## src/rtl/factor_pkg.sv

```systemverilog
// Shared constants and helpers for the factorization operand path.
package factor_pkg;

  localparam logic MODE_FIXED = 1'b0;
  localparam logic MODE_RR    = 1'b1;

  function automatic int clog2_min1(input int n);
    return ($clog2(n) < 1) ? 1 : $clog2(n);
  endfunction

endpackage

```

## src/rtl/stream_select_arbiter_rr_pick.sv

```systemverilog
// Combinational rotate-priority picker: first asserted request at or after ptr, wrapping.
module rr_pick
  import factor_pkg::*;
#(
  parameter  int CHANNELS = 8,
  localparam int SEL_W    = clog2_min1(CHANNELS)
) (
  input  logic [CHANNELS-1:0] req,
  input  logic [SEL_W-1:0]    ptr,
  output logic [CHANNELS-1:0] gnt_onehot,
  output logic [SEL_W-1:0]    gnt_idx,
  output logic                any
);

  int w_idx;

  always_comb begin
    gnt_onehot = '0;
    gnt_idx    = '0;
    any        = 1'b0;
    w_idx      = 0;
    for (int i = 0; i < CHANNELS; i++) begin
      // Subtract instead of modulo: ptr is always < CHANNELS, so one wrap suffices.
      w_idx = int'(ptr) + i;
      if (w_idx >= CHANNELS) w_idx = w_idx - CHANNELS;
      if (!any && req[w_idx]) begin
        any               = 1'b1;
        gnt_onehot[w_idx] = 1'b1;
        gnt_idx           = SEL_W'(w_idx);
      end
    end
  end

endmodule

```

## src/rtl/stream_select_arbiter.sv

```systemverilog
// N-way valid/ready stream selector (fixed address or round-robin) with a one-deep
// registered output stage and backpressure.
module stream_select_arbiter
  import factor_pkg::*;
#(
  parameter  int SIZE     = 1,
  parameter  int CHANNELS = 8,
  localparam int SEL_W    = clog2_min1(CHANNELS)
) (
  input  logic                     clk,
  input  logic                     rst_n,
  input  logic                     mode,
  input  logic [SEL_W-1:0]         sel_addr,
  input  logic [CHANNELS*SIZE-1:0] x_data,
  input  logic [CHANNELS-1:0]      x_valid,
  output logic [CHANNELS-1:0]      x_ready,
  output logic [SIZE-1:0]          y,
  output logic [SEL_W-1:0]         y_chan,
  output logic                     y_valid,
  input  logic                     y_ready
);

  logic [SIZE-1:0]     r_y;
  logic [SEL_W-1:0]    r_y_chan;
  logic                r_y_valid;
  logic [SEL_W-1:0]    r_rr_ptr;

  logic                w_load;
  logic [CHANNELS-1:0] w_rr_onehot;
  logic [SEL_W-1:0]    w_rr_idx;
  logic                w_rr_any;
  logic                w_cand_any;
  logic [SEL_W-1:0]    w_cand_idx;
  logic [CHANNELS-1:0] w_cand_onehot;

  rr_pick #(.CHANNELS(CHANNELS)) u_rr_pick (
    .req        (x_valid),
    .ptr        (r_rr_ptr),
    .gnt_onehot (w_rr_onehot),
    .gnt_idx    (w_rr_idx),
    .any        (w_rr_any)
  );

  assign w_load = !r_y_valid || y_ready;

  always_comb begin
    w_cand_any    = 1'b0;
    w_cand_idx    = '0;
    w_cand_onehot = '0;
    if (mode == MODE_RR) begin
      w_cand_any    = w_rr_any;
      w_cand_idx    = w_rr_idx;
      w_cand_onehot = w_rr_onehot;
    end else if (int'(sel_addr) < CHANNELS) begin
      // Guard matters only when CHANNELS is not a power of two.
      w_cand_any               = x_valid[sel_addr];
      w_cand_idx               = sel_addr;
      w_cand_onehot[sel_addr]  = x_valid[sel_addr];
    end
  end

  assign x_ready = (rst_n && w_load && w_cand_any) ? w_cand_onehot : '0;

  always_ff @(posedge clk) begin
    if (!rst_n) begin
      r_y       <= '0;
      r_y_chan  <= '0;
      r_y_valid <= 1'b0;
      r_rr_ptr  <= '0;
    end else if (w_load) begin
      if (w_cand_any) begin
        r_y       <= x_data[int'(w_cand_idx)*SIZE +: SIZE];
        r_y_chan  <= w_cand_idx;
        r_y_valid <= 1'b1;
        if (mode == MODE_RR)
          r_rr_ptr <= (w_cand_idx == SEL_W'(CHANNELS-1)) ? '0 : w_cand_idx + 1'b1;
      end else begin
        r_y_valid <= 1'b0;
      end
    end
  end

  assign y       = r_y;
  assign y_chan  = r_y_chan;
  assign y_valid = r_y_valid;

endmodule

```

## config.mk

```make
export PLATFORM = sky130hd
export DESIGN_NAME = stream_select_arbiter
export DESIGN_NICKNAME = d
export VERILOG_FILES = /design/src/rtl/factor_pkg.sv /design/src/rtl/stream_select_arbiter_rr_pick.sv /design/src/rtl/stream_select_arbiter.sv
export SDC_FILE = /design/constraint.sdc
export NUM_CORES = 1
export LEC_CHECK = 0
export BUFFER_PORTS_ARGS = -buffer_cell sky130_fd_sc_hd__buf_2
export CORE_MARGIN = 5
export CORE_UTILIZATION = 30
export DETAILED_ROUTE_END_ITERATION = 10
export SYNTH_ARGS = -nofsm -noshare
export SYNTH_HDL_FRONTEND = slang
export SYNTH_SLANG_ARGS = --single-unit
```

## constraint.sdc

```tcl
create_clock -name clk -period 5.9 [get_ports clk]
set_input_delay 0 -clock clk [delete_from_list [all_inputs] [get_ports clk]]
set_output_delay 0 -clock clk [all_outputs]
set_load 0.03 [all_outputs]
```

Word-level counts from Yosys, hierarchy flattened
Cells that the tools add are included.
{"block": "op_classes", "reduce_logical": 29, "div": 0, "mul": 0, "addsub": 16, "n_lt_le_gt_ge": 26, "n_bitwise": 8, "n_mux": 82, "eq_ne": 1, "n_shift": 1}
{"op": "32-bit by 1-bit >= comparator with 1-bit output, second input constant", "n": 8}
{"op": "32-bit by 5-bit less-than comparator with 1-bit output, second input constant", "n": 8}
{"op": "32-bit 2-to-1 mux", "n": 8}
{"op": "32-bit by 5-bit >= comparator with 1-bit output, second input constant", "n": 7}
{"op": "32-bit by 5-bit subtractor with 32-bit output, second input constant", "n": 7}
{"op": "8-bit 2-to-1 mux", "n": 10}
{"op": "8-bit bitwise OR", "n": 7}
{"op": "1-bit 2-to-1 mux", "n": 36}
{"op": "3-bit 2-to-1 mux", "n": 10}
{"op": "1-bit binary-select mux with 3-bit select", "n": 9}
{"op": "1-bit demux with 3-bit select", "n": 9}
{"op": "1-bit logical AND", "n": 18}
{"op": "3-bit by 3-bit adder with 4-bit output, second input constant", "n": 4}
{"op": "3-bit by 2-bit adder with 4-bit output, second input constant", "n": 2}
{"op": "8-bit bitwise AND", "n": 1}
{"op": "1-bit logical NOT", "n": 8}
{"op": "8-bit by 4-bit indexed part select with 1-bit output", "n": 1}
{"op": "3-bit by 4-bit subtractor with 5-bit output, second input constant", "n": 1}
{"op": "3-bit by 1-bit adder with 4-bit output, second input constant", "n": 1}
{"op": "3-bit by 4-bit >= comparator with 1-bit output, second input constant", "n": 1}
{"op": "3-bit by 4-bit less-than comparator with 1-bit output, second input constant", "n": 1}
{"op": "3-bit by 1-bit adder with 3-bit output, second input constant", "n": 1}
{"op": "3-bit == test, second input constant", "n": 1}
{"op": "3-bit by 1-bit >= comparator with 1-bit output, second input constant", "n": 1}
{"op": "other kinds (3)", "n": 3}
{"block": "totals", "word_cells": 167, "reg_bits": 8, "input_bits": 23, "latchBits": 0, "rom_bits": 0, "ramBits": 0, "n_memories": 0}

Longest topological paths before layout
Gate-level depths: netlist of the first run.
{"block": "logic_depth", "ltp_word": 30, "depth_mapped": 17}

By module
A second synthesis of the first run with hierarchy kept.
{"block": "hier_totals", "cells_unflattened": 226, "hier_area_um2": 1975.6}
{"mod": "rr_pick", "area_each_um2": 1241.2, "n_inst": 1, "cells_per_inst": 150, "seq_area_each_um2": 0.0}
{"mod": "stream_select_arbiter", "area_each_um2": 734.5, "n_inst": 1, "cells_per_inst": 76, "seq_area_each_um2": 160.2}

Worst setup path after synthesis of the first run
Ideal clock, no wire load.
{"block": "synth_path", "path_type": "flip-flop to output port", "start": "register r_rr_ptr[1]", "end": "output x_ready[2]", "arrival_ns": 4.313, "slack_ns": 1.587, "path_buffers": 1, "path_stages_with_launch": 13, "cell_sequence": "dfxtp_1 clkbuf_1 inv_1 ha_1 mux2_2 mux4_2 or3_1 a211oi_4 a31oi_1 and2_1 a211oi_1 nor3_1 a211oi_1"}
{"block": "synth_between", "elab_chain_len": 30, "elab_cells_between_ends": 136, "cone_classes": "15 x add/sub; 24 x order compare; 67 x mux; 7 x bitwise; 23 x reduce/logical"}
{"item": "start: declaration", "line": "stream_select_arbiter.sv:26", "rtl": "logic [SEL_W-1:0] r_rr_ptr;"}
{"item": "start signal: assignment", "line": "stream_select_arbiter.sv:76", "rtl": "r_rr_ptr <= (w_cand_idx == SEL_W'(CHANNELS-1)) ? '0 : w_cand_idx + 1'b1;"}
{"item": "parallel branches: the longest is 29 deep, another holds 32-bit by 5-bit subtractor with 32-bit output"}
{"item": "8-bit 2-to-1 mux (*)", "line": "stream_select_arbiter.sv:62", "rtl": "assign x_ready = (rst_n && w_load && w_cand_any) ? w_cand_onehot : '0;"}
{"item": "end: declaration", "line": "stream_select_arbiter.sv:16", "rtl": "output logic [CHANNELS-1:0] x_ready,"}
Mark *: on every way between the ends. The select of a mux whose other input is x is not followed.

Worst setup path in the final report of the first run
Same ends and word-level chain as after synthesis.

==> metrics.cfg, run 1 <==
[clock_tree]
cts_made_buffers = 3
clockBufferDepth = 2
root_buffer = clkbuf_8
cts.sinks = 8
htreeDepth = 1
cts_tree = done
post-cts-setup-buffers = 0
postCtsHoldBufs = 0
clk_pin_slew_ns = 0.04
clk_latency_ns = 0.23
post_cts_resized = 0

[floorplan]
die_w_um = 95.4
row_count = 31
die_y_um = 95.4
die_area_um2 = 9110
initial_core_util = 0.305
num_io_pins = 36
core_area_um2 = 7180

[yosys]
synth_edf_count = 0
synthesis.area_um2 = 2190
post_synth.cell_area_avg_um2 = 7.58
ys_seq_elements = 8
postSynthCellCount = 289
synth_cell_types = 63
synth_ff_type = dfxtp_1
ys_warn_count = 0
synth_seq_area_share = 0.0731
synth_fp_nets = 322
ys_async_sr_fraction = 0

[detailed_routing]
vias_per_cell = 5.72
routed.top_layer = met4
wl_met3_um = 415
first_pass_iters = 4
drc = 0
vias = 2316
met2_length_um = 3050
wl_met1_um = 3080
wire_per_inst_um = 16.5
drt_iter0_drc = 148
routed_wl_um = 6660
ant_nets = 0

[critical_path]
crit_type = flop to output pin
cp.arrival_ns = 4.91
worst_setup_path_end_kind = output pin
startpoint_type = flop
required_ns = 5.90
critical_path.max_fanout = 17
r2r_start = r_rr_ptr[1]$_SDFFE_PN0P_
worstSetupStartpoint = r_rr_ptr[1]$_SDFFE_PN0P_

[sta]
worstMarginPinSlew_ns = 0.794
slew_headroom = 0.464
setup_violations = 0
fmax_mhz = 204
timing.final.hold_violations = 0
min_period_ns = 4.91
fin_skew_ns = 0.00381
fin_tns_setup_ns = 0
fin_crit_sh = 0.832
rsz0062_at_grt = no
maxSlewViolCount = 0

[final_layout]
fill_cells = 767
n_antenna_cell = 0
multi_input_area_um2 = 1880
drive_above_1_share = 0.232
fin_nets = 341
seqCellArea_um2 = 160
final_cell_area_um2 = 2450
area_growth_syn_to_layout_pct = 12.1

[grt]
grt_pass1_wl_um = 11000
track_usage = 0.148
grt_pass1_vias = 2251
antenna_found_initial = 0
grt_overflow_total = 0
grt_max_degree = 38

[min_path]
min_from = rst_n
hp-class = primary input to flop

[placed_design]
port_buffers = 35
dpl_cell_area_um2 = 2410
gp_congestion = 0.874
hpwl_um = 5290

[power]
power_density_nw_per_um2 = 237
peakVddDrop_mv = 0.0796
leakagePower_nw = 0.948

[flow_run]
cap_viol_max_count = 0

[run_status]
status = completed

-- report_power, final --
part / total, mW / switching, mW / internal [mW]
sequential: 0.0756 / 0.0130 / 0.0626
clock: 0.0657 / 0.0215 / 0.0442
combinational: 0.440 / 0.264 / 0.175
-- synthesized netlist by cell type, types with 6 or more instances --
library cell  instances  area (µm²)
nand2_1              33         124
a21oi_1              22         110
o21ai_0               9        45.0
dfxtp_1               8         160
mux4_2               13         293
nor2b_1               6        37.5
clkbuf_1             19        71.3
nor3_1               10        50.1
ha_1                 10         125
inv_1                 9        33.8
mux2i_1              16         160
nand3_1              14        70.1
a31oi_1               6        37.5
a22oi_1               6        45.0
and2_1                7        43.8
a22o_1                7        61.3
nor2_1               14        52.6
mux2_2                7        78.8
-- per-stage QoR --
step / hold WS (ns) / setup slack, ns / instances / utilization / total power, mW
global placement: 0.329 / 1.19 / 402 / 0.336 / 0.508
CTS: 0.0881 / 1.01 / 405 / 0.342 / 0.579
detailed placement: 0.328 / 1.03 / 402 / 0.336 / 0.511
global route: 0.109 / 0.598 / 405 / 0.342 / 0.632
finish: 0.0943 / 0.991 / 405 / 0.342 / 0.581
floorplan: 0.232 / 1.59 / 289 / - / 0.416
-- routing by layer --
metal,vias to the layer above,GRT usage
li1,1150,-
met1,1080,0.207
met2,78,0.244
met3,8,0.0134
met4,0,0.0391
met5,-,0
-- layout by cell type, fill, tap and decap left out, types with 3 or more instances in the layout --
master	n
and3_1	3
a211oi_1	4
a22oi_1	6
o211ai_1	3
nor3_1	10
mux4_2	13
nand4_1	3
o21ai_0	9
mux2i_1	16
dfxtp_1	8
nand3_1	14
or3_1	3
a21oi_1	22
buf_4	4
and2_1	7
mux2_2	7
clkbuf_8	3
a221o_1	3
inv_1	9
a22o_1	7
a31oi_1	6
a21boi_0	4
ha_1	10
nand2_1	33
nor2_1	14
buf_2	35
nor2b_1	6
-- worst paths after layout --
check,cells after the start,end,slack (ns)
worst max-delay path,13,x_ready[2],0.99
worst max register to register,15,r_rr_ptr[2]$_SDFFE_PN0P_,1.01
worst min register to register,2,y$_SDFFE_PN0P_,0.48
worst min-delay path,2,y_valid$_SDFFE_PN0N_,0.09
-- critical path, cell delays in order (launching register included) --
cell      delay, ns
dfxtp_1        0.66
inv_1          0.33
ha_1           0.54
buf_4          0.28
mux2_2         0.37
mux4_2         0.45
or3_1          0.45
a211oi_4       0.43
a31oi_1        0.18
and2_1         0.21
a211oi_1       0.22
nor3_1         0.12
a211oi_1       0.21
buf_2          0.23
-- kinds of logic (layout without fill, tap and decap cells) --
logic type / Yosys count / count (layout) / synth area share
DFF: 8 / 8 / 0.0731
adders and majority gates: 10 / 10 / 0.0571
AOI/OAI and AO/OA: 95 / 95 / 0.322
muxes: 36 / 36 / 0.243
and+or+nand+nor: 99 / 99 / 0.221
xor gates and xnor gates: 4 / 4 / 0.0160
buffers and inverters: 37 / 54 / 0.0686
-- cell type report --
class | instances | area share
Clock buffer | 3 | 0.0168
Multi-Input combinational cell | 244 | 0.766
Inverter | 12 | 0.0183
Tap cell | 99 | 0.0505
Timing Repair Buffer | 39 | 0.0836
Sequential cell | 8 | 0.0652
-- sequential cells by signal, summed over array words and instances (netlist names) --
signal    cells
y_chan        3
r_rr_ptr      3
y_valid       1
y             1
(Power assumes the default switching activity.)
==> inputs of run 2 (changes only) <==
- clock period: 5.9 -> 4.3 ns (I/O delays scaled with it)
==> run 2 against run 1 <==
First-iteration DRC count rose by 80%. Count of clock-buffer cells in the layout did not move. Critical endpoint unchanged. Final cell count rose by 2.2%. Register-to-register slack got worse by 0.73 ns. Worst hold slack got worse by 0.0062 ns. Core utilization rose by 1.2 points. Sequential share of layout area fell by 0.21 points. Largest cell class unchanged. Critical path type unchanged. Via count rose by 4.1%. Clock power rose by 42%.
==> metrics.cfg, run 2 (same netlist as run 1, synthesis figures left out) <==
[sta]
slew_headroom = 0.527  ; +0.0628
timing.final.hold_violations = 0  ; unchanged
fin_ws_ns = 0.233  ; -0.758 ns
maxSlewViolCount = 0  ; unchanged
setup_violations = 0  ; unchanged
worstMarginPinSlew_ns = 0.701  ; -0.0931 ns
fin_crit_sh = 0.946
fin_skew_ns = 0.000964  ; -0.00285 ns
fin_tns_setup_ns = 0  ; unchanged
min_period_ns = 4.07
fmax_mhz = 246

[critical_path]
max_stage_delay_ns = 0.58  ; -0.08 ns
critical_path.max_fanout = 10  ; -7
worstSetupStartpoint = r_rr_ptr[0]$_SDFFE_PN0P_
r2r_start = r_rr_ptr[0]$_SDFFE_PN0P_
endpoint = x_ready[2]
cp_cell_sequence = clkinv_1 > ha_2 > mux2_2 > a311o_1 > or4_4 > a211oi_4 > a31oi_1 > and2_1 > a211oi_1 > nor3_1 > a211oi_2 > buf_2
worst_setup_path_end_kind = output pin
reg2reg_to = r_rr_ptr[2]$_SDFFE_PN0P_
crit_cells = 12  ; -1
startpoint_type = flop
r2r_setup_slack_ns = 0.28  ; -0.73 ns
cp_num_buf_inv = 2  ; -1
crit_type = flop to output pin
cp.arrival_ns = 4.07  ; -0.84 ns
rr_worst_depth = 14  ; -1
required_ns = 4.30  ; -1.60 ns
crit_family = compound AO/OA/AOI/OAI gates
crit_slowest_cell = or4_4

[grt]
grt_pass1_wl_um = 11300  ; +2.7%
track_usage = 0.153  ; +0.00512
grt_pass1_vias = 2293  ; +1.9%
grt_overflow_total = 0  ; unchanged
antenna_found_initial = 0  ; unchanged
grt_max_degree = 37  ; -2.6%

[final_layout]
mostFrequentLayoutCells = 35 x buf_2, 33 x nand2_1, 22 x a21oi_1
n_antenna_cell = 0  ; unchanged
fin_nets = 350  ; +2.6%
final_common_cell = buf_2
drive_above_1_share = 0.267  ; +0.0346
final_cell_area_um2 = 2540  ; +3.4%
area_growth_syn_to_layout_pct = 15.9
fin_util = 0.354  ; +0.0115
fin_cells = 414  ; +2.2%

[clock_tree]
clockBufferDepth = 2  ; unchanged
postCtsHoldBufs = 0  ; unchanged
clk_latency_ns = 0.23  ; about the same
cts_tree = done
htreeDepth = 1  ; unchanged
clk_pin_slew_ns = 0.04  ; about the same
cts_made_buffers = 3  ; unchanged
cts.sinks = 8  ; unchanged
root_buffer = clkbuf_8

[flow_run]
cap_viol_max_count = 0  ; unchanged

[detailed_routing]
ant_nets = 0  ; unchanged
wire_per_inst_um = 16.6  ; +1.1%
drt_iter0_drc = 267  ; +80%
drc = 0  ; unchanged
first_pass_iters = 5  ; +1
routed_wl_um = 6880  ; +3.3%
vias = 2412  ; +4.1%
vias_per_cell = 5.83  ; +1.9%

[placed_design]
hpwl_um = 5350  ; +0.96%
dp.cells = 409  ; +1.7%
dp_slack_ns = 0.199  ; -0.832 ns
gp_congestion = 0.869  ; -0.59%
dpl_cell_area_um2 = 2470  ; +2.4%
port_buffers = 35  ; unchanged

[floorplan]
die_y_um = 95.4  ; unchanged
row_count = 31  ; unchanged
die_w_um = 95.4  ; unchanged
die_area_um2 = 9110  ; unchanged
initial_core_util = 0.305  ; unchanged
core_area_um2 = 7180  ; unchanged
num_io_pins = 36  ; unchanged

[power]
p_sw_mw = 0.422  ; +41%
power_density_nw_per_um2 = 326  ; +38%
internal_power_mw = 0.405  ; +44%
pwr-share-comb = 0.776  ; +0.019
leakagePower_nw = 0.993  ; +4.8%
clkPwrFrac = 0.113  ; about the same
swShare = 0.511  ; -0.00387
peakVddDrop_mv = 0.110  ; +39%
seq_power_share = 0.111  ; -0.019

[min_path]
hp-class = primary input to flop

[run_status]
status = completed

## run 2: layer usage
layer	part of all wire	global-route usage	up-vias
met5	0	0	-
met4	0.012	0.0296	0
met3	0.060	0.00474	11
met2	0.46	0.261	92
met1	0.47	0.217	1142
li1	-	-	1167
## run 2: cell type report
| class | instances | area, µm² |
|---|---|---|
| Multi-Input combinational cell | 244 | 1890 |
| Inverter | 12 | 45.0 |
| Clock buffer | 3 | 41.3 |
| Tap cell | 99 | 124 |
| Sequential cell | 8 | 160 |
| Fill cell | 757 | 4640 |
| Timing Repair Buffer | 48 | 273 |
## run 2: metrics by stage
step	hold slack, ns	power (mW)
floorplan	0.232	0.571
global placement	0.325	0.716
detailed placement	0.328	0.719
CTS	0.0823	0.817
global route	0.0973	0.897
finish	0.0881	0.827
## run 2: worst min path at each step
stage,start,endpoint,slack [ns],cells after the start
final,rst_n,y_chan[1]$_SDFFE_PN0P_,0.09,2
after global routing,rst_n,y_valid$_SDFFE_PN0N_,0.1,2
after CTS,rst_n,y_chan[1]$_SDFFE_PN0P_,0.08,2
after detailed placement,rst_n,y_chan[1]$_SDFFE_PN0P_,0.33,2
after global placement,rst_n,y_valid$_SDFFE_PN0N_,0.32,2
after floorplan,y_ready,y_valid$_SDFFE_PN0N_,0.23,2
## run 2: repair_timing
action	in CTS	in global routing
endpoints found under the setup margin	0	7
resized for setup	0	3
buffers inserted	0	2
## run 2: power by group through the flow
stage	combinational, mW	sequential [mW]	clock (mW)
3_5_place_dp	0.626	0.0933	0
3_3_place_gp	0.623	0.0925	0
6_report	0.642	0.0918	0.0936
4_1_cts	0.629	0.0918	0.0964
2_1_floorplan	0.462	0.109	0
5_1_grt	0.703	0.0930	0.102
==> inputs of run 3 (changes only) <==
- RECOVER_POWER: default -> 50
==> run 3 against run 2 <==
Core utilization fell by 0.16 points. Flip-flop and latch count did not move. Maximum frequency rose by 0.54%. First-iteration DRC count fell by 15%. Sequential share of layout area barely moved. Register-to-register slack barely moved. Final cell count did not move. Routed wire length fell by 0.65%. Highest routed layer unchanged.
==> metrics.cfg, run 3 (same netlist as run 1, synthesis figures left out) <==
[sta]
maxSlewViolCount = 0  ; unchanged
fin_crit_sh = 0.941  ; -0.00503
timing.final.hold_violations = 0  ; unchanged
min_period_ns = 4.05  ; -0.0216 ns
fin_skew_ns = 0.00139  ; +0.000429 ns
fmax_mhz = 247  ; +0.54%
setup_violations = 0  ; unchanged
worstMarginPinSlew_ns = 0.700  ; -0.000894 ns
slew_headroom = 0.528  ; +0.000604

[power]
clkPwrFrac = 0.114  ; about the same
leakagePower_nw = 0.975  ; -1.8%
p_total_mw = 0.822  ; -0.58%
peakVddDrop_mv = 0.110  ; -0.38%
p_sw_mw = 0.420  ; -0.57%
power_density_nw_per_um2 = 326  ; -0.14%
pwr-share-comb = 0.774  ; -0.002
internal_power_mw = 0.402  ; -0.59%
swShare = 0.511  ; about the same
seq_power_share = 0.112  ; about the same

[clock_tree]
postCtsHoldBufs = 0  ; unchanged
cts_tree = done
cts.sinks = 8  ; unchanged
htreeDepth = 1  ; unchanged
cts_made_buffers = 3  ; unchanged
clk_pin_slew_ns = 0.04  ; about the same
root_buffer = clkbuf_8
clockBufferDepth = 2  ; unchanged
clk_latency_ns = 0.23  ; about the same

[placed_design]
dp.cells = 409  ; unchanged
port_buffers = 35  ; unchanged
gp_congestion = 0.869  ; unchanged
hpwl_um = 5350  ; unchanged

[final_layout]
drive_above_1_share = 0.248  ; -0.0190
final_common_cell = nand2_1
fin_nets = 350  ; unchanged
n_antenna_cell = 0  ; unchanged
fin_cells = 414  ; unchanged
mostFrequentLayoutCells = 33 x nand2_1, 30 x buf_2, 22 x a21oi_1
area_growth_syn_to_layout_pct = 15.4

[critical_path]
worst_setup_path_end_kind = output pin
worstSetupStartpoint = r_rr_ptr[0]$_SDFFE_PN0P_
endpoint = x_ready[2]
critical_path.max_fanout = 10  ; unchanged
r2r_start = r_rr_ptr[0]$_SDFFE_PN0P_
rr_worst_depth = 14  ; unchanged
startpoint_type = flop
crit_type = flop to output pin
reg2reg_to = r_rr_ptr[2]$_SDFFE_PN0P_
cp.arrival_ns = 4.05  ; -0.02 ns
r2r_setup_slack_ns = 0.27  ; about the same
required_ns = 4.30  ; about the same

[detailed_routing]
routed_wl_um = 6840  ; -0.65%
drc = 0  ; unchanged
vias_per_cell = 5.81  ; -0.33%
ant_nets = 0  ; unchanged
wire_per_inst_um = 16.5  ; -0.65%
drt_iter0_drc = 228  ; -15%
vias = 2404  ; -0.33%
first_pass_iters = 5  ; unchanged

[floorplan]
row_count = 31  ; unchanged
die_w_um = 95.4  ; unchanged
die_y_um = 95.4  ; unchanged
die_area_um2 = 9110  ; unchanged
initial_core_util = 0.305  ; unchanged
num_io_pins = 36  ; unchanged
core_area_um2 = 7180  ; unchanged

[grt]
grt_overflow_total = 0  ; unchanged
grt_max_degree = 37  ; unchanged
antenna_found_initial = 0  ; unchanged
grt_pass1_wl_um = 11300  ; unchanged
grt_pass1_vias = 2293  ; unchanged
track_usage = 0.153  ; unchanged

[flow_run]
cap_viol_max_count = 0  ; unchanged

[min_path]
hp-class = primary input to flop

[run_status]
status = completed

-- run 3: changes by cell type in the layout (fill, tap and decap cells not counted), sizes merged --
cell    delta
buf        -5
clkbuf     +5
-- run 3: worst min-delay path by stage --
stage	startpoint	to	slack [ns]	cells after the start
after global placement	rst_n	y_valid$_SDFFE_PN0N_	0.32	2
final	rst_n	y_chan[1]$_SDFFE_PN0P_	0.09	2
after global routing	rst_n	y_valid$_SDFFE_PN0N_	0.1	2
after floorplan	y_ready	y_valid$_SDFFE_PN0N_	0.23	2
after detailed placement	rst_n	y_chan[1]$_SDFFE_PN0P_	0.33	2
after CTS	rst_n	y_chan[1]$_SDFFE_PN0P_	0.08	2
-- run 3: power by group through the flow --
stage / Combinational, mW / Sequential (mW) / Clock (mW)
3_5_place_dp: 0.626 / 0.0933 / 0
6_report: 0.637 / 0.0920 / 0.0938
5_1_grt: 0.699 / 0.0935 / 0.102
3_3_place_gp: 0.623 / 0.0925 / 0
4_1_cts: 0.629 / 0.0918 / 0.0964
2_1_floorplan: 0.462 / 0.109 / 0
-- run 3: worst max-delay path, stage by stage, from the launching register on --
cell      delay [ns]
dfxtp_1         0.37
clkinv_1        0.11
ha_2            0.46
mux2_2          0.39
a311o_1         0.36
or4_4           0.58
a211oi_4        0.38
a31oi_1         0.18
and2_1          0.21
a211oi_1        0.24
nor3_1          0.11
a211oi_2        0.20
buf_2           0.23
-- run 3: per-layer routing --
metal,track usage,up-vias,part of all wire
li1,-,1172,-
met1,0.217,1136,0.47
met2,0.261,89,0.46
met3,0.00474,7,0.060
met4,0.0296,0,0.0097
met5,0,-,0
-- run 3: per-stage QoR --
step                setup slack (ns)   TNS, ns  instance area (µm²)  hold slack, ns  utilization
CTS                            0.142         0                 2510          0.0823        0.350
finish                         0.255         0                 2530          0.0891        0.352
floorplan                     0.0704         0                 2190           0.232            -
detailed placement             0.199         0                 2470           0.328        0.344
global route                -0.00172  -0.00172                 2530          0.0973        0.352
global placement               0.299         0                 2470           0.325        0.344
-- run 3: cell type report --
type / instances / area [µm²]
clock buffers: 3 / 41.3
repair buffers: 48 / 267
fillers: 759 / 4650
multi-input cells: 244 / 1890
inverters: 12 / 45.0
well taps: 99 / 124
flip-flops and latches: 8 / 160
-- run 3: repair_timing --
item / 4_1_cts / 5_1_grt
setup endpoints to repair: 0 / 7
setup buffers: 0 / 2
gates resized for setup: 0 / 3
